[src/rtl/pe_dot_acc.sv]
// Dot-product processing element: LANES signed/unsigned multiplies, a fully
// registered pairwise adder tree, and a saturating frame accumulator.
module pe_dot_acc #(
  parameter int unsigned LANES = 8,
  parameter int unsigned DW    = 8,
  parameter int unsigned ACCW  = 24
) (
  input  logic                    clk,
  input  logic                    rst,
  input  logic                    in_valid,
  input  logic                    in_first,
  input  logic                    in_last,
  input  logic                    in_signed,
  input  logic [LANES*DW-1:0]     ifm_in,
  input  logic [LANES*DW-1:0]     wgt_in,
  output logic                    out_valid,
  output logic signed [ACCW-1:0]  out_data,
  output logic                    out_sat
);

  localparam int unsigned L  = $clog2(LANES);
  localparam int unsigned XW = DW + 1;
  localparam int unsigned PW = 2 * DW + 2;
  localparam int unsigned TW = PW + L;
  localparam int unsigned SW = ACCW + 1;

  // Control pipeline: index 0 is stage M, index k is tree level k
  logic [L:0] r_vld;
  logic [L:0] r_fst;
  logic [L:0] r_lst;

  always_ff @(posedge clk or posedge rst) begin
    if (rst) begin
      r_vld <= '0;
      r_fst <= '0;
      r_lst <= '0;
    end else begin
      r_vld <= {r_vld[L-1:0], in_valid};
      r_fst <= {r_fst[L-1:0], in_first};
      r_lst <= {r_lst[L-1:0], in_last};
    end
  end

  // Stage M: operand extension and per-lane products
  logic signed [XW-1:0] w_ifm_x  [LANES];
  logic signed [XW-1:0] w_wgt_x  [LANES];
  logic signed [PW-1:0] w_prod   [LANES];
  logic signed [PW-1:0] r_prod   [LANES];

  always_comb begin
    for (int i = 0; i < LANES; i++) begin
      w_ifm_x[i] = $signed({in_signed & ifm_in[i*DW + DW - 1], ifm_in[i*DW +: DW]});
      w_wgt_x[i] = $signed({in_signed & wgt_in[i*DW + DW - 1], wgt_in[i*DW +: DW]});
      w_prod[i]  = PW'(w_ifm_x[i]) * PW'(w_wgt_x[i]);
    end
  end

  always_ff @(posedge clk) begin
    if (in_valid) begin
      for (int i = 0; i < LANES; i++) begin
        r_prod[i] <= w_prod[i];
      end
    end
  end

  // Adder tree: level k holds LANES>>k partial sums, one bit wider per level
  for (genvar k = 1; k <= L; k++) begin : g_lvl
    localparam int unsigned NW = PW + k;
    localparam int unsigned NN = LANES >> k;
    logic signed [NW-1:0] r_sum [NN];

    if (k == 1) begin : g_leaf
      always_ff @(posedge clk) begin
        if (r_vld[0]) begin
          for (int j = 0; j < NN; j++) begin
            r_sum[j] <= $signed({r_prod[2*j][PW-1], r_prod[2*j]})
                      + $signed({r_prod[2*j+1][PW-1], r_prod[2*j+1]});
          end
        end
      end
    end else begin : g_node
      always_ff @(posedge clk) begin
        if (r_vld[k-1]) begin
          for (int j = 0; j < NN; j++) begin
            r_sum[j] <= $signed({g_lvl[k-1].r_sum[2*j][NW-2], g_lvl[k-1].r_sum[2*j]})
                      + $signed({g_lvl[k-1].r_sum[2*j+1][NW-2], g_lvl[k-1].r_sum[2*j+1]});
          end
        end
      end
    end
  end

  logic signed [TW-1:0] w_tree;
  assign w_tree = g_lvl[L].r_sum[0];

  // Stage A: saturating accumulate; overflow shows as differing top two bits
  logic signed [ACCW-1:0] r_acc;
  logic                   r_sat;
  logic [SW-1:0]          w_base;
  logic [SW-1:0]          w_s;
  logic                   w_hi;
  logic                   w_lo;
  logic [ACCW-1:0]        w_acc_next;
  logic                   w_sat_next;

  always_comb begin
    w_base     = '0;
    w_s        = '0;
    w_hi       = 1'b0;
    w_lo       = 1'b0;
    w_acc_next = '0;
    w_sat_next = 1'b0;
    if (!r_fst[L]) begin
      w_base = {r_acc[ACCW-1], r_acc};
    end
    w_s  = w_base + {{(SW-TW){w_tree[TW-1]}}, w_tree};
    w_hi = ~w_s[SW-1] &  w_s[SW-2];
    w_lo =  w_s[SW-1] & ~w_s[SW-2];
    if (w_hi) begin
      w_acc_next = {1'b0, {(ACCW-1){1'b1}}};
    end else if (w_lo) begin
      w_acc_next = {1'b1, {(ACCW-1){1'b0}}};
    end else begin
      w_acc_next = w_s[ACCW-1:0];
    end
    w_sat_next = (~r_fst[L] & r_sat) | w_hi | w_lo;
  end

  always_ff @(posedge clk or posedge rst) begin
    if (rst) begin
      r_acc     <= '0;
      r_sat     <= 1'b0;
      out_valid <= 1'b0;
      out_data  <= '0;
      out_sat   <= 1'b0;
    end else begin
      out_valid <= 1'b0;
      if (r_vld[L]) begin
        if (r_lst[L]) begin
          r_acc     <= '0;
          r_sat     <= 1'b0;
          out_data  <= $signed(w_acc_next);
          out_sat   <= w_sat_next;
          out_valid <= 1'b1;
        end else begin
          r_acc <= $signed(w_acc_next);
          r_sat <= w_sat_next;
        end
      end
    end
  end

endmodule

[config.mk]
export PLATFORM = sky130hd
export DESIGN_NAME = pe_dot_acc
export DESIGN_NICKNAME = d
export VERILOG_FILES = /design/src/rtl/pe_dot_acc.sv
export SDC_FILE = /design/constraint.sdc
export NUM_CORES = 2
export LEC_CHECK = 0
export CAP_MARGIN = 40
export CORE_ASPECT_RATIO = 1.1
export CORE_MARGIN = 2
export CORE_UTILIZATION = 40
export DETAILED_ROUTE_END_ITERATION = 7
export GPL_ROUTABILITY_DRIVEN = 0
export GPL_TIMING_DRIVEN = 0
export PLACE_DENSITY_LB_ADDON = 0.3
export SYNTH_ARGS = -nofsm -noshare
export SYNTH_HDL_FRONTEND = slang
export SYNTH_SLANG_ARGS = --single-unit
[constraint.sdc]
create_clock -name clk -period 3.35 [get_ports clk]
set_clock_uncertainty 0.05 [all_clocks]
set_input_delay 0.335 -clock clk [delete_from_list [all_inputs] [get_ports clk]]
set_output_delay 0.335 -clock clk [all_outputs]
set_load 0.05 [all_outputs]
## After elaboration in Yosys (flattened, before gate mapping)

Memory sizes are Yosys's and may differ from the RTL's.
Cells that the tools add are included.

| storage, ports and cells | value |
|---|---|
| register bits after elaboration | 63 |
| RAM bits | 281 |
| input bits | 134 |
| output and inout port bits | 26 |
| memories | 4 |

Memory list:

| name | depth | width | rd ports | clocked after Yosys merged registers in | wr ports | line | RTL |
|---|---|---|---|---|---|---|---|
| r_prod | 8 | 18 | 8 | 0 | 8 | 48 | `logic signed [PW-1:0] r_prod [LANES];` |
| g_lvl[1].r_sum | 4 | 19 | 4 | 0 | 4 | 70 | `logic signed [NW-1:0] r_sum [NN];` |
| g_lvl[2].r_sum | 2 | 20 | 2 | 0 | 2 | 70 |  |
| g_lvl[3].r_sum | 1 | 21 | 1 | 0 | 1 | 70 |  |

| cells by class | value |
|---|---|
| add/subtract/negate cells | 8 |
| multipliers | 8 |
| mux-type cells | 15 |
| bitwise logic cells | 24 |
| reduce and logical (&&, ||, !) cells | 1 |

Operators by type and width:

| cell | count |
|---|---|
| $mul 9x9->18 | 8 |
| $add 18x18->19 | 4 |
| $mux 24 | 3 |
| $add 19x19->20 | 2 |
| $add 25x25->25 | 1 |
| $mux 25 | 1 |
| $add 20x20->21 | 1 |
| $and 1x1->1 | 19 |
| $mux 1 | 11 |
| $not 1->1 | 3 |
| $or 1x1->1 | 2 |
| $reduce_and 2->1 | 1 |

## Longest topological paths before layout

| logic depth | value |
|---|---|
| depth after elaboration | 7 |
| depth in mapped cells | 23 |
| mapped depth without buffers | 22 |

## Worst setup path after synthesis

OpenSTA, ideal clock, no wires.

| timing | value |
|---|---|
| path type | input -> register |
| start | in in_signed |
| end | mem r_prod[0][16] (netlist bit), data pin |
| setup time | 0.257 ns |
| arrival | 5.329 ns |
| data required time | 3.043 ns |
| slack | -2.287 ns |
| stages | 20 |
| path buffers | 2 |
| cells stage by stage | clkbuf_1 > clkbuf_1 > nand2_1 > or2_2 > fa_1 > fa_1 > inv_1 > fa_1 > fa_1 > inv_1 > fa_1 > inv_1 > ha_1 > nand2b_1 > a21boi_0 > o311a_1 > o21a_1 > o21a_1 > o41a_1 > xor2_1 |

RTL lines:

| what | line | RTL |
|---|---|---|
| start, declared | 13 | `input logic in_signed,` |
| end, declared | 48 |  |

==> results.py <==
metrics = {
    "status": {
        "status": "finished with violations",
        "violations": "negative setup slack",
    },
    "die": {
        "die_w_um": 311,
        "io-pin-count": 160,
        "die_area_um2": 106000,
        "initial_core_util_pct": 40.4,
        "die_y_um": 341,
        "rows": 123,
        "coreArea_um2": 102000,
    },
    "clock_tree": {
        "cts_tree": "yes",
        "clk_pin_slew_ns": 0.06,
        "clock_tree.root_cell": "clkbuf_16",
        "htree_levels": 2,
        "cts-hold-fix-buffers": 0,
        "clock_latency_ns": 0.58,
        "cts_max_path_buffers": 3,
        "cts_buffers": 41,
        "clock_sinks": 344,
    },
    "worst_hold_path": {
        "hp-class": "in2reg",
    },
    "power": {
        "p_per_area_nw_per_um2": 931,
        "p_leak_nw": 23.3,
        "ir_worst_vdd_mv": 0.515,
    },
    "global_routing": {
        "grt_start_max_net_pins": 75,
        "gr-total-overflow": 0,
        "antenna_found_initial": 6,
        "grt_pass1_wl_um": 152000,
        "grt_pass1_vias": 29874,
        "grt.total_usage_pct": 17.5,
    },
    "route": {
        "drcViolationCount": 0,
        "wl_um": 91100,
        "drt_iter0_drc": 1162,
        "first_pass_iters": 4,
        "via_per_inst": 4.93,
        "via_count": 28233,
        "route.antenna.remaining_nets": 0,
        "wl_per_cell_um": 15.9,
    },
    "final_layout": {
        "drive_gt1_share_pct": 15.7,
        "fill_cells": 9536,
        "layout_commonest_cell": "inv_1",
        "instances_no_fill": 5729,
        "nNetsFinal": 5477,
        "area_growth_pct": 19.5,
        "mostFrequentLayoutCells": "707 x inv_1, 543 x fa_1, 405 x ha_1",
    },
    "timing": {
        "fmax_mhz": 201,
        "finalHoldViolCount": 0,
        "rsz0062_at_grt": "yes",
        "finalCritPeriodShare_pct": 148,
        "tightest_slew_ns": 0.865,
        "drv_slew": 0,
        "period_needed_ns": 4.97,
        "fin_ws_ns": -1.62,
        "fin_setup_tns_ns": -91.25,
        "slew_headroom_pct": 42.3,
        "setup_violations": 105,
    },
    "yosys": {
        "synthCells": 4100,
        "syn_avg_cell_area_um2": 10.1,
        "yosys_warnings": 0,
        "yosys_most_used_dff": "edfxtp_1",
        "synth-seq-cells": 344,
        "syn_area_um2": 41400,
        "syn_nets": 5260,
        "synthArstFlopShare_pct": 18.3,
        "synth_edf_count": 281,
        "synth_cell_types": 68,
        "ys_seq_area_share_pct": 24.2,
    },
    "setup_path": {
        "crit_family": "adder cells",
        "crit_end": "r_prod[1][35]",
        "reg2reg_depth": 14,
        "cp.arrival_ns": 5.24,
        "path_buf_inv": 7,
        "r2r-end": "r_acc[3]",
        "cp-end-kind": "register",
        "critPathLaunch": "in_signed",
        "rrSetupSlack_ns": -0.08,
        "rr_startpoint": "r_fst[3]",
        "worst-path-max-fanout": 6,
        "path_depth": 23,
        "worstPathCellList": "clkbuf_16 -> clkbuf_16 -> buf_8 -> buf_6 -> nand2_8 -> or2_4 -> fa_1 -> fa_1 -> inv_1 -> fa_1 -> fa_1 -> inv_2 -> fa_1 -> inv_2 -> ha_4 -> o21ai_4 -> a21boi_2 -> o21ai_2 -> a21oi_2 -> a211o_1 -> a21o_1 -> a21oi_2 -> xnor2_2",
        "critical-path-slowest-cell": "fa_1",
        "crit_path_start_kind": "primary input",
        "cpMostUsedCell": "fa_1",
        "cpPeakStageDelay_ns": 0.52,
        "critPathKind": "in2reg",
        "critPathRequiredTime_ns": 3.62,
    },
    "placement": {
        "dp_slack_ns": -2.83,
        "dpl.hpwl_um": 71700,
        "dp.cells": 5552,
        "io_buffers": 73,
    },
    "job": {
        "maxCapViolCount": 0,
    },
}
==> power by group <==
part	switching, W	internal [W]
Sequential	0.000994	0.00834
Combinational	0.0170	0.0154
Clock	0.00184	0.00254
==> synth_stat cells, types with 48 or more instances <==
cell	n	area, µm²
inv_1	735	2760
fa_1	570	11400
ha_1	456	5710
nand2_1	406	1520
edfxtp_1	281	8440
and2_1	250	1560
nor2_1	213	800
xnor2_1	197	1730
a21oi_1	121	606
clkbuf_1	119	447
o21ai_0	85	425
nor2b_1	65	407
dfrtp_1	63	1580
xor2_1	61	534
a21o_1	59	443
nor3_1	48	240
==> sequential cells by signal, indices dropped and copies added (netlist names) <==
name / count
out_data: 24
out_valid: 1
r_sat: 1
r_lst: 4
r_prod: 144
r_fst: 4
r_acc: 24
g_lvl.r_sum: 137
r_vld: 4
out_sat: 1
==> logic make-up (layout without fill, tap and decap cells) <==
kind of cell	Yosys count	count (layout)	share of synthesized area, %
fa+ha+maj	1026	1026	41.3
xor+xnor	258	258	5.46
simple gates	1134	1134	13.2
flops	344	344	24.2
mux	1	1	0.0242
compound gates	477	477	7.94
buf+inv	860	1110	7.83
other cells	0	4	0
==> repair_timing <==
item | 4_1_cts | 5_1_grt
pin swaps | 122 | 96
buffers inserted | 75 | 36
gates resized for setup | 322 | 172
gates cloned | 4 | 0
setup endpoints to repair | 144 | 154
==> cell type report <==
class,count,area [µm²],share of cell area [%]
diodes,4,10.0,0.0202
plain buffers,112,1550,3.13
clock buffers,47,1060,2.14
clock inverters,29,282,0.569
inverters,736,2760,5.59
multi-input cells,2896,30300,61.2
flip-flops and latches,344,10000,20.3
well taps,1375,1720,3.48
repair buffers,186,1800,3.64
==> stage by stage <==
stage          power, W  utilization [%]  hold slack (ns)  cell area [µm²]
2_1_floorplan    0.0306                -            0.281            43000
3_3_place_gp     0.0370             44.3            0.288            45400
3_5_place_dp     0.0373             44.4            0.286            45500
4_1_cts          0.0449             47.5           0.0508            48700
5_1_grt          0.0506             48.3           0.0633            49500
6_report         0.0461             48.3           0.0804            49500
==> worst min-delay path by stage <==
stage	startpoint	end	slack [ns]	cells after the start
after CTS	wgt_in[48]	r_prod[1][36]	0.05	2
after detailed placement	r_lst[0]	r_lst[1]	0.29	0
final	wgt_in[16]	r_prod[0][36]	0.08	2
after global routing	wgt_in[8]	r_prod[0][18]	0.06	2
after global placement	r_fst[1]	r_fst[2]	0.29	0
after floorplan	r_fst[0]	r_fst[1]	0.28	0
==> routing by layer <==
metal	up-vias	track usage, %	part of all wire, %
met3	97	1.76	2.8
met4	0	3.97	1.9
met2	384	32.3	53
li1	13591	-	-
met1	14161	22.1	42
met5	-	0	0
(Power assumes the default switching activity.)
